### src/rtl/lsb_pkg.sv
// lsb_pkg: funct3 codes, FSM encoding and entry field widths shared by the load/store buffer.
package lsb_pkg;
  localparam int XLEN = 32;
  localparam int F3_BITS = 3;
  localparam logic [F3_BITS-1:0] LB = 3'b000, LH = 3'b001, LW = 3'b010, LBU = 3'b100, LHU = 3'b101;
  localparam logic [F3_BITS-1:0] SB = 3'b000, SH = 3'b001, SW = 3'b010;
  typedef enum logic [1:0] {IDLE = 2'd0, BUSY = 2'd1, DISCARD = 2'd2} lsb_state_t;
endpackage

### src/rtl/load_extend.sv
// load_extend: sign- or zero-extends right-aligned load data according to funct3.
module load_extend
  import lsb_pkg::*;
(
  input  logic [F3_BITS-1:0] funct3,
  input  logic [XLEN-1:0]    raw,
  output logic [XLEN-1:0]    value
);
  always_comb
    value = funct3 == LB  ? {{24{raw[7]}}, raw[7:0]} :
            funct3 == LH  ? {{16{raw[15]}}, raw[15:0]} :
            funct3 == LBU ? {24'b0, raw[7:0]} :
            funct3 == LHU ? {16'b0, raw[15:0]} : raw;
endmodule

### src/rtl/load_store_buffer.sv
// load_store_buffer: in-order load/store queue with operand snooping, commit-gated stores and flush.
module load_store_buffer
  import lsb_pkg::*;
#(
  parameter int ROB_WIDTH = 4,
  parameter int LSB_WIDTH = 3,
  parameter int LSB_SIZE  = 2 ** LSB_WIDTH
) (
  input  logic                 clk_in,
  input  logic                 rst_in,
  input  logic                 rdy_in,
  input  logic                 clear_signal,
  input  logic                 issue_signal,
  input  logic                 issue_is_store,
  input  logic [F3_BITS-1:0]   issue_funct3,
  input  logic [ROB_WIDTH-1:0] issue_rob_tag,
  input  logic [XLEN-1:0]      issue_offset,
  input  logic                 issue_rs1_ready,
  input  logic                 issue_rs2_ready,
  input  logic [XLEN-1:0]      issue_rs1_value,
  input  logic [XLEN-1:0]      issue_rs2_value,
  input  logic [ROB_WIDTH-1:0] issue_rs1_tag,
  input  logic [ROB_WIDTH-1:0] issue_rs2_tag,
  input  logic                 alu_done,
  input  logic [XLEN-1:0]      alu_value,
  input  logic [ROB_WIDTH-1:0] alu_tag,
  input  logic                 commit_done,
  input  logic [ROB_WIDTH-1:0] commit_tag,
  output logic                 load_done,
  output logic [XLEN-1:0]      load_value,
  output logic [ROB_WIDTH-1:0] load_tag,
  output logic                 mem_req,
  output logic                 mem_we,
  output logic [XLEN-1:0]      mem_addr,
  output logic [XLEN-1:0]      mem_wdata,
  output logic [F3_BITS-1:0]   mem_funct3,
  input  logic                 mem_ack,
  input  logic [XLEN-1:0]      mem_rdata,
  output logic                 full
);
  logic                 e_store [LSB_SIZE];
  logic                 e_com   [LSB_SIZE];
  logic [F3_BITS-1:0]   e_f3    [LSB_SIZE];
  logic [ROB_WIDTH-1:0] e_tag   [LSB_SIZE];
  logic [XLEN-1:0]      e_off   [LSB_SIZE];
  logic                 e_r1    [LSB_SIZE];
  logic                 e_r2    [LSB_SIZE];
  logic [XLEN-1:0]      e_v1    [LSB_SIZE];
  logic [XLEN-1:0]      e_v2    [LSB_SIZE];
  logic [ROB_WIDTH-1:0] e_t1    [LSB_SIZE];
  logic [ROB_WIDTH-1:0] e_t2    [LSB_SIZE];
  logic [LSB_WIDTH-1:0] front, rear, front_nx, commit_idx;
  logic [LSB_WIDTH:0]   count, committed_cnt, cc_nx;
  lsb_state_t           state, state_nx;
  logic                 load_done_q, head_ok, start, pop, issue_ok, commit_hit;
  logic [XLEN-1:0]      ext_value;
  function automatic logic hit(input logic [ROB_WIDTH-1:0] t);
    return (alu_done && t == alu_tag) || (load_done && t == load_tag);
  endfunction
  function automatic logic [XLEN-1:0] hval(input logic [ROB_WIDTH-1:0] t);
    return (alu_done && t == alu_tag) ? alu_value : load_value;
  endfunction
  function automatic logic in_q(input logic [LSB_WIDTH-1:0] idx);
    logic [LSB_WIDTH-1:0] rel;
    rel = idx - front;
    return {1'b0, rel} < count;
  endfunction
  load_extend u_ext (.funct3(mem_funct3), .raw(mem_rdata), .value(ext_value));
  assign full = count == (LSB_WIDTH+1)'(LSB_SIZE);
  assign load_done = load_done_q && rdy_in;
  always_comb begin
    commit_hit = 1'b0;
    commit_idx = '0;
    for (int i = 0; i < LSB_SIZE; i++)
      if (commit_done && e_store[i] && !e_com[i] && e_tag[i] == commit_tag && in_q(LSB_WIDTH'(i))) begin
        commit_hit = 1'b1;
        commit_idx = LSB_WIDTH'(i);
      end
  end
  always_ff @(posedge clk_in)
    if (rst_in) state <= IDLE;
    else if (rdy_in) state <= state_nx;
  // A flushed load still owes the memory an ack, so it is drained in DISCARD.
  always_comb
    state_nx = state == IDLE ? (start ? BUSY : IDLE) :
               state == BUSY ? (mem_ack ? IDLE : (clear_signal && !e_store[front]) ? DISCARD : BUSY) :
               (mem_ack ? IDLE : DISCARD);
  always_comb begin
    head_ok  = count != 0 && e_r1[front] && (!e_store[front] || (e_com[front] && e_r2[front]));
    start    = state == IDLE && head_ok && !(clear_signal && !e_store[front]);
    pop      = state == BUSY && mem_ack;
    issue_ok = issue_signal && !full && !clear_signal;
    front_nx = front + LSB_WIDTH'(pop);
    cc_nx    = committed_cnt + (LSB_WIDTH+1)'(commit_hit) - (LSB_WIDTH+1)'(pop && e_store[front]);
  end
  always_ff @(posedge clk_in) begin
    if (rst_in) begin
      front         <= '0;
      rear          <= '0;
      count         <= '0;
      committed_cnt <= '0;
    end else if (rdy_in) begin
      front         <= front_nx;
      committed_cnt <= cc_nx;
      rear          <= clear_signal ? front_nx + cc_nx[LSB_WIDTH-1:0] : rear + LSB_WIDTH'(issue_ok);
      count         <= clear_signal ? cc_nx : count + (LSB_WIDTH+1)'(issue_ok) - (LSB_WIDTH+1)'(pop);
      for (int i = 0; i < LSB_SIZE; i++) begin
        if (!e_r1[i] && hit(e_t1[i])) begin
          e_r1[i] <= 1'b1;
          e_v1[i] <= hval(e_t1[i]);
        end
        if (!e_r2[i] && hit(e_t2[i])) begin
          e_r2[i] <= 1'b1;
          e_v2[i] <= hval(e_t2[i]);
        end
      end
      if (commit_hit) e_com[commit_idx] <= 1'b1;
      if (issue_ok) begin
        e_store[rear] <= issue_is_store;
        e_com[rear]   <= 1'b0;
        e_f3[rear]    <= issue_funct3;
        e_tag[rear]   <= issue_rob_tag;
        e_off[rear]   <= issue_offset;
        e_t1[rear]    <= issue_rs1_tag;
        e_t2[rear]    <= issue_rs2_tag;
        e_r1[rear]    <= issue_rs1_ready || hit(issue_rs1_tag);
        e_r2[rear]    <= issue_rs2_ready || hit(issue_rs2_tag);
        e_v1[rear]    <= issue_rs1_ready ? issue_rs1_value : hval(issue_rs1_tag);
        e_v2[rear]    <= issue_rs2_ready ? issue_rs2_value : hval(issue_rs2_tag);
      end
    end
  end
  always_ff @(posedge clk_in) begin
    if (rst_in) begin
      load_done_q <= 1'b0;
      load_value  <= '0;
      load_tag    <= '0;
      mem_req     <= 1'b0;
      mem_we      <= 1'b0;
      mem_addr    <= '0;
      mem_wdata   <= '0;
      mem_funct3  <= '0;
    end else if (rdy_in) begin
      load_done_q <= pop && !e_store[front] && !clear_signal;
      if (pop && !e_store[front]) begin
        load_value <= ext_value;
        load_tag   <= e_tag[front];
      end
      if (start) begin
        mem_req    <= 1'b1;
        mem_we     <= e_store[front];
        mem_addr   <= e_v1[front] + e_off[front];
        mem_wdata  <= e_v2[front];
        mem_funct3 <= e_f3[front];
      end else if (mem_ack && state != IDLE) begin
        mem_req <= 1'b0;
        mem_we  <= 1'b0;
      end
    end
  end
endmodule

### config.mk
export PLATFORM = sky130hd
export DESIGN_NAME = load_store_buffer
export DESIGN_NICKNAME = d
export VERILOG_FILES = /design/src/rtl/lsb_pkg.sv /design/src/rtl/load_extend.sv /design/src/rtl/load_store_buffer.sv
export SDC_FILE = /design/constraint.sdc
export NUM_CORES = 2
export LEC_CHECK = 0
export CAP_MARGIN = 30
export CORE_ASPECT_RATIO = 0.5
export CORE_MARGIN = 4
export CORE_UTILIZATION = 30
export CTS_CLUSTER_DIAMETER = 100
export DETAILED_ROUTE_END_ITERATION = 10
export PLACE_DENSITY = 0.52
export SLEW_MARGIN = 20
export SYNTH_ARGS = -nofsm -noshare
export SYNTH_HDL_FRONTEND = slang
export SYNTH_HIERARCHICAL = 1
export SYNTH_SLANG_ARGS = --single-unit
### constraint.sdc
create_clock -name clk_in -period 5.4 [get_ports clk_in]
set_input_delay 0.54 -clock clk_in [delete_from_list [all_inputs] [get_ports clk_in]]
set_output_delay 0.54 -clock clk_in [all_outputs]
set_load 0.005 [all_outputs]
==> results.cfg <==
[routing]
maxUsedRoutingLayer = met5
finalWirelength_mm = 203
wl_met2_mm = 97.8
wl_met3_mm = 13.3
drc = 0
drt-initial-drc-count = 3966
firstDrtPassIters = 6
vias = 39600
routedWlPerCell_um = 27.5
postRouteAntennaNets = 0
viasPerCell = 5.38
wl_met1_mm = 84.1

[logic_synthesis]
synthAdderAreaFrac = 0.0149
synthMuxAreaShare = 0.206
synth_xor_area_frac = 0.0331
synth.avg_cell_area_um2 = 11.9
synth_top_area_share = 0.482
syn_inst = 4670
synth_compound_area_frac = 0.0900
netlist_area_mm2 = 0.0558
yosysMostFrequentCell = edfxtp_1
synth_edf_count = 896
ys_types = 76
synth_top_family_by_area = multiplexers
syn_nets = 4928
synth.yosys.warnings = 6
async_reset_ff_frac = 0
ys_top_cells_by_count = edfxtp_1 (896), mux2i_1 (606), nor2_1 (488), a21oi_1 (471), nand2_1 (437)
synth_ff_type = edfxtp_1
yosysSeqAreaShare = 0.536
ys_ff_latch = 1045
synth_area_leader_cell = edfxtp_1
synth_simple_gate_area_frac = 0.0805
synthTopCellsByArea = edfxtp_1 (48%), mux2i_1 (11%), mux4_2 (8.4%)

[placed_design]
place_hpwl_mm = 126
dp_worst_setup_slack_ns = 0.307
gp_congestion = 0.886
port_buffers = 300

[sta]
max_freq_ghz = 0.211
finalSetupViolCount = 0
period_minus_slack_ns = 4.74
setup-tns-final_ns = 0
hold_viol_final = 0
grt_setup_unrepaired = no
period_share = 0.878
tightest_slew_ns = 1.05
fin_worst_skew_ns = 0.0339
relSlewSlack = 0.303
setup_slack_ns = 0.658
finalMaxSlewViolations = 0

[worst_hold_path]
min_path_cells = 2
min_to = load_value[12]$_SDFFE_PP0P_
hold_class = in2reg
min-delay-start = rst_in

[global_routing]
antenna_found_initial = 15
grt_pass1_vias = 39400
grt_max_degree = 89
grt_overflow = 0
grt_usage = 0.203
grt_pass1_wl_mm = 289

[cts]
post_cts_resized = 0
h-tree-depth = 3
cts.sinks = 1045
hold_buffers = 0
clk_latency_ns = 0.72
root_buffer = clkbuf_16
path_clk_slew_ns = 0.07
clockBufferDepth = 3
cts_tree = yes
cts_setup_buffers = 0
numCtsBuffers = 106

[die]
core_mm2 = 0.184
io-pin-count = 301
die_x_um = 618
rows = 111
die_h_um = 313
start_util = 0.303
dieArea_mm2 = 0.193

[cells_and_area]
area_growth_pct = 17.4
final_core_util = 0.356
fillers = 17800
nets = 5034
drive_above_1_share = 0.138

[power_and_ir_drop]
leakage_nw = 20.5
ir_worst_vdd_v = 0.000326
power_density_mw_per_mm2 = 274
power_w = 0.0180

[setup_path]
path_max_fanout = 12
r2r-end = rear[2]$_SDFFE_PP0P_
r2r_start = front[0]$_SDFFE_PP0P_
endpoint_kind = flop
rrSetupSlack_ns = 0.66
critPathLaunchType = flop
path_class = reg2reg
arrival_ns = 5.32
required_ns = 5.97
worstRegToRegCells = 20

[flow_run]
cap_violations = 0

[run_status]
status = finished, final reports clean
per-layer routing:
layer,up-vias,GRT usage
met2,1630,0.340
met3,350,0.0269
met1,20200,0.269
met5,-,0
met4,6,0.0731
li1,17500,-
power breakdown:
part | internal (W) | total (W) | switching [W]
Sequential | 0.00884 | 0.00898 | 0.000146
Combinational | 0.000586 | 0.00145 | 0.000860
Clock | 0.00417 | 0.00753 | 0.00336
Total | 0.0136 | 0.0180 | 0.00437
cells by family after synthesis:
group | after synthesis
and+or+nand+nor | 1071
DFF | 1045
AOI/OAI and AO/OA | 893
muxes | 877
buffers and inverters | 509
xor gates and xnor gates | 211
adders and majority gates | 64
through the flow:
step / hold slack (ns) / cell area [µm²] / cells
floorplan: 0.443 / 55800 / 4670
global placement: 0.446 / 61700 / 7137
detailed placement: 0.451 / 61800 / 7143
CTS: 0.243 / 65300 / 7345
global route: 0.267 / 65500 / 7363
finish: 0.294 / 65500 / 7366
worst max-delay path, stage by stage, from the launching register on:
cell and delay, ns:
dfxtp_4 0.46, inv_1 0.07, ha_1 0.31, inv_1 0.05
ha_1 0.27, a21o_1 0.13, a21oi_1 0.07, o21ai_0 0.35
nor2b_1 0.28, and4_1 0.33, ha_1 0.27, inv_1 0.06
ha_1 0.18, fa_1 0.48, fa_1 0.40, xnor2_1 0.21
xnor2_1 0.16, xnor2_1 0.08, a22o_1 0.19, a22oi_1 0.18
nor2_1 0.06
registers in the layout, summed over array words and instances (netlist names), 32 cells and up, named ones only:
| register | flops |
|---|---|
| mem_wdata | 32 |
| e_v2 | 256 |
| e_t1 | 32 |
| load_value | 32 |
| e_t2 | 32 |
| e_off | 256 |
| e_tag | 32 |
| e_v1 | 256 |
| mem_addr | 32 |
layout by cell type, fill, tap and decap left out, types with 16 or more instances in the layout:
master / count
o21ai_0: 161
nor2_1: 488
xor2_1: 127
nand2_1: 432
buf_12: 27
a21o_1: 18
a31oi_1: 25
o21ai_1: 80
ha_1: 60
xnor2_1: 84
mux4_2: 209
nor4_4: 18
clkinv_2: 18
mux2_2: 61
dfxtp_1: 143
buf_4: 124
o22a_1: 16
edfxtp_1: 896
clkdlybuf4s50_1: 297
nor3_1: 31
clkbuf_8: 22
clkbuf_16: 107
a311oi_1: 40
inv_1: 33
clkbuf_1: 25
o31ai_4: 16
nand3_1: 17
mux2i_1: 606
a21oi_1: 471
area by class of cell:
class	count	area, µm²	share of cell area
flip-flops and latches	1045	29900	0.457
multi-input cells	3116	24100	0.368
repair buffers	466	4700	0.0717
well taps	2486	3110	0.0475
clock buffers	154	3070	0.0469
clock inverters	48	435	0.00665
inverters	41	164	0.00250
diodes	10	25.0	0.000382
how the worst max path moves through the flow:
stage	start	endpoint	slack, ns	depth (start not counted)
after floorplan	alu_tag[3]	e_v2[7][0]$_DFFE_PP_	0.50	6
after global placement	commit_tag[3]	rear[2]$_SDFFE_PP0P_	0.30	18
after detailed placement	commit_tag[3]	rear[2]$_SDFFE_PP0P_	0.31	18
after CTS	front[0]$_SDFFE_PP0P_	rear[2]$_SDFFE_PP0P_	0.63	20
after global routing	front[0]$_SDFFE_PP0P_	rear[2]$_SDFFE_PP0P_	0.25	20
final	front[0]$_SDFFE_PP0P_	rear[2]$_SDFFE_PP0P_	0.66	20
(Power assumes the default switching activity.)
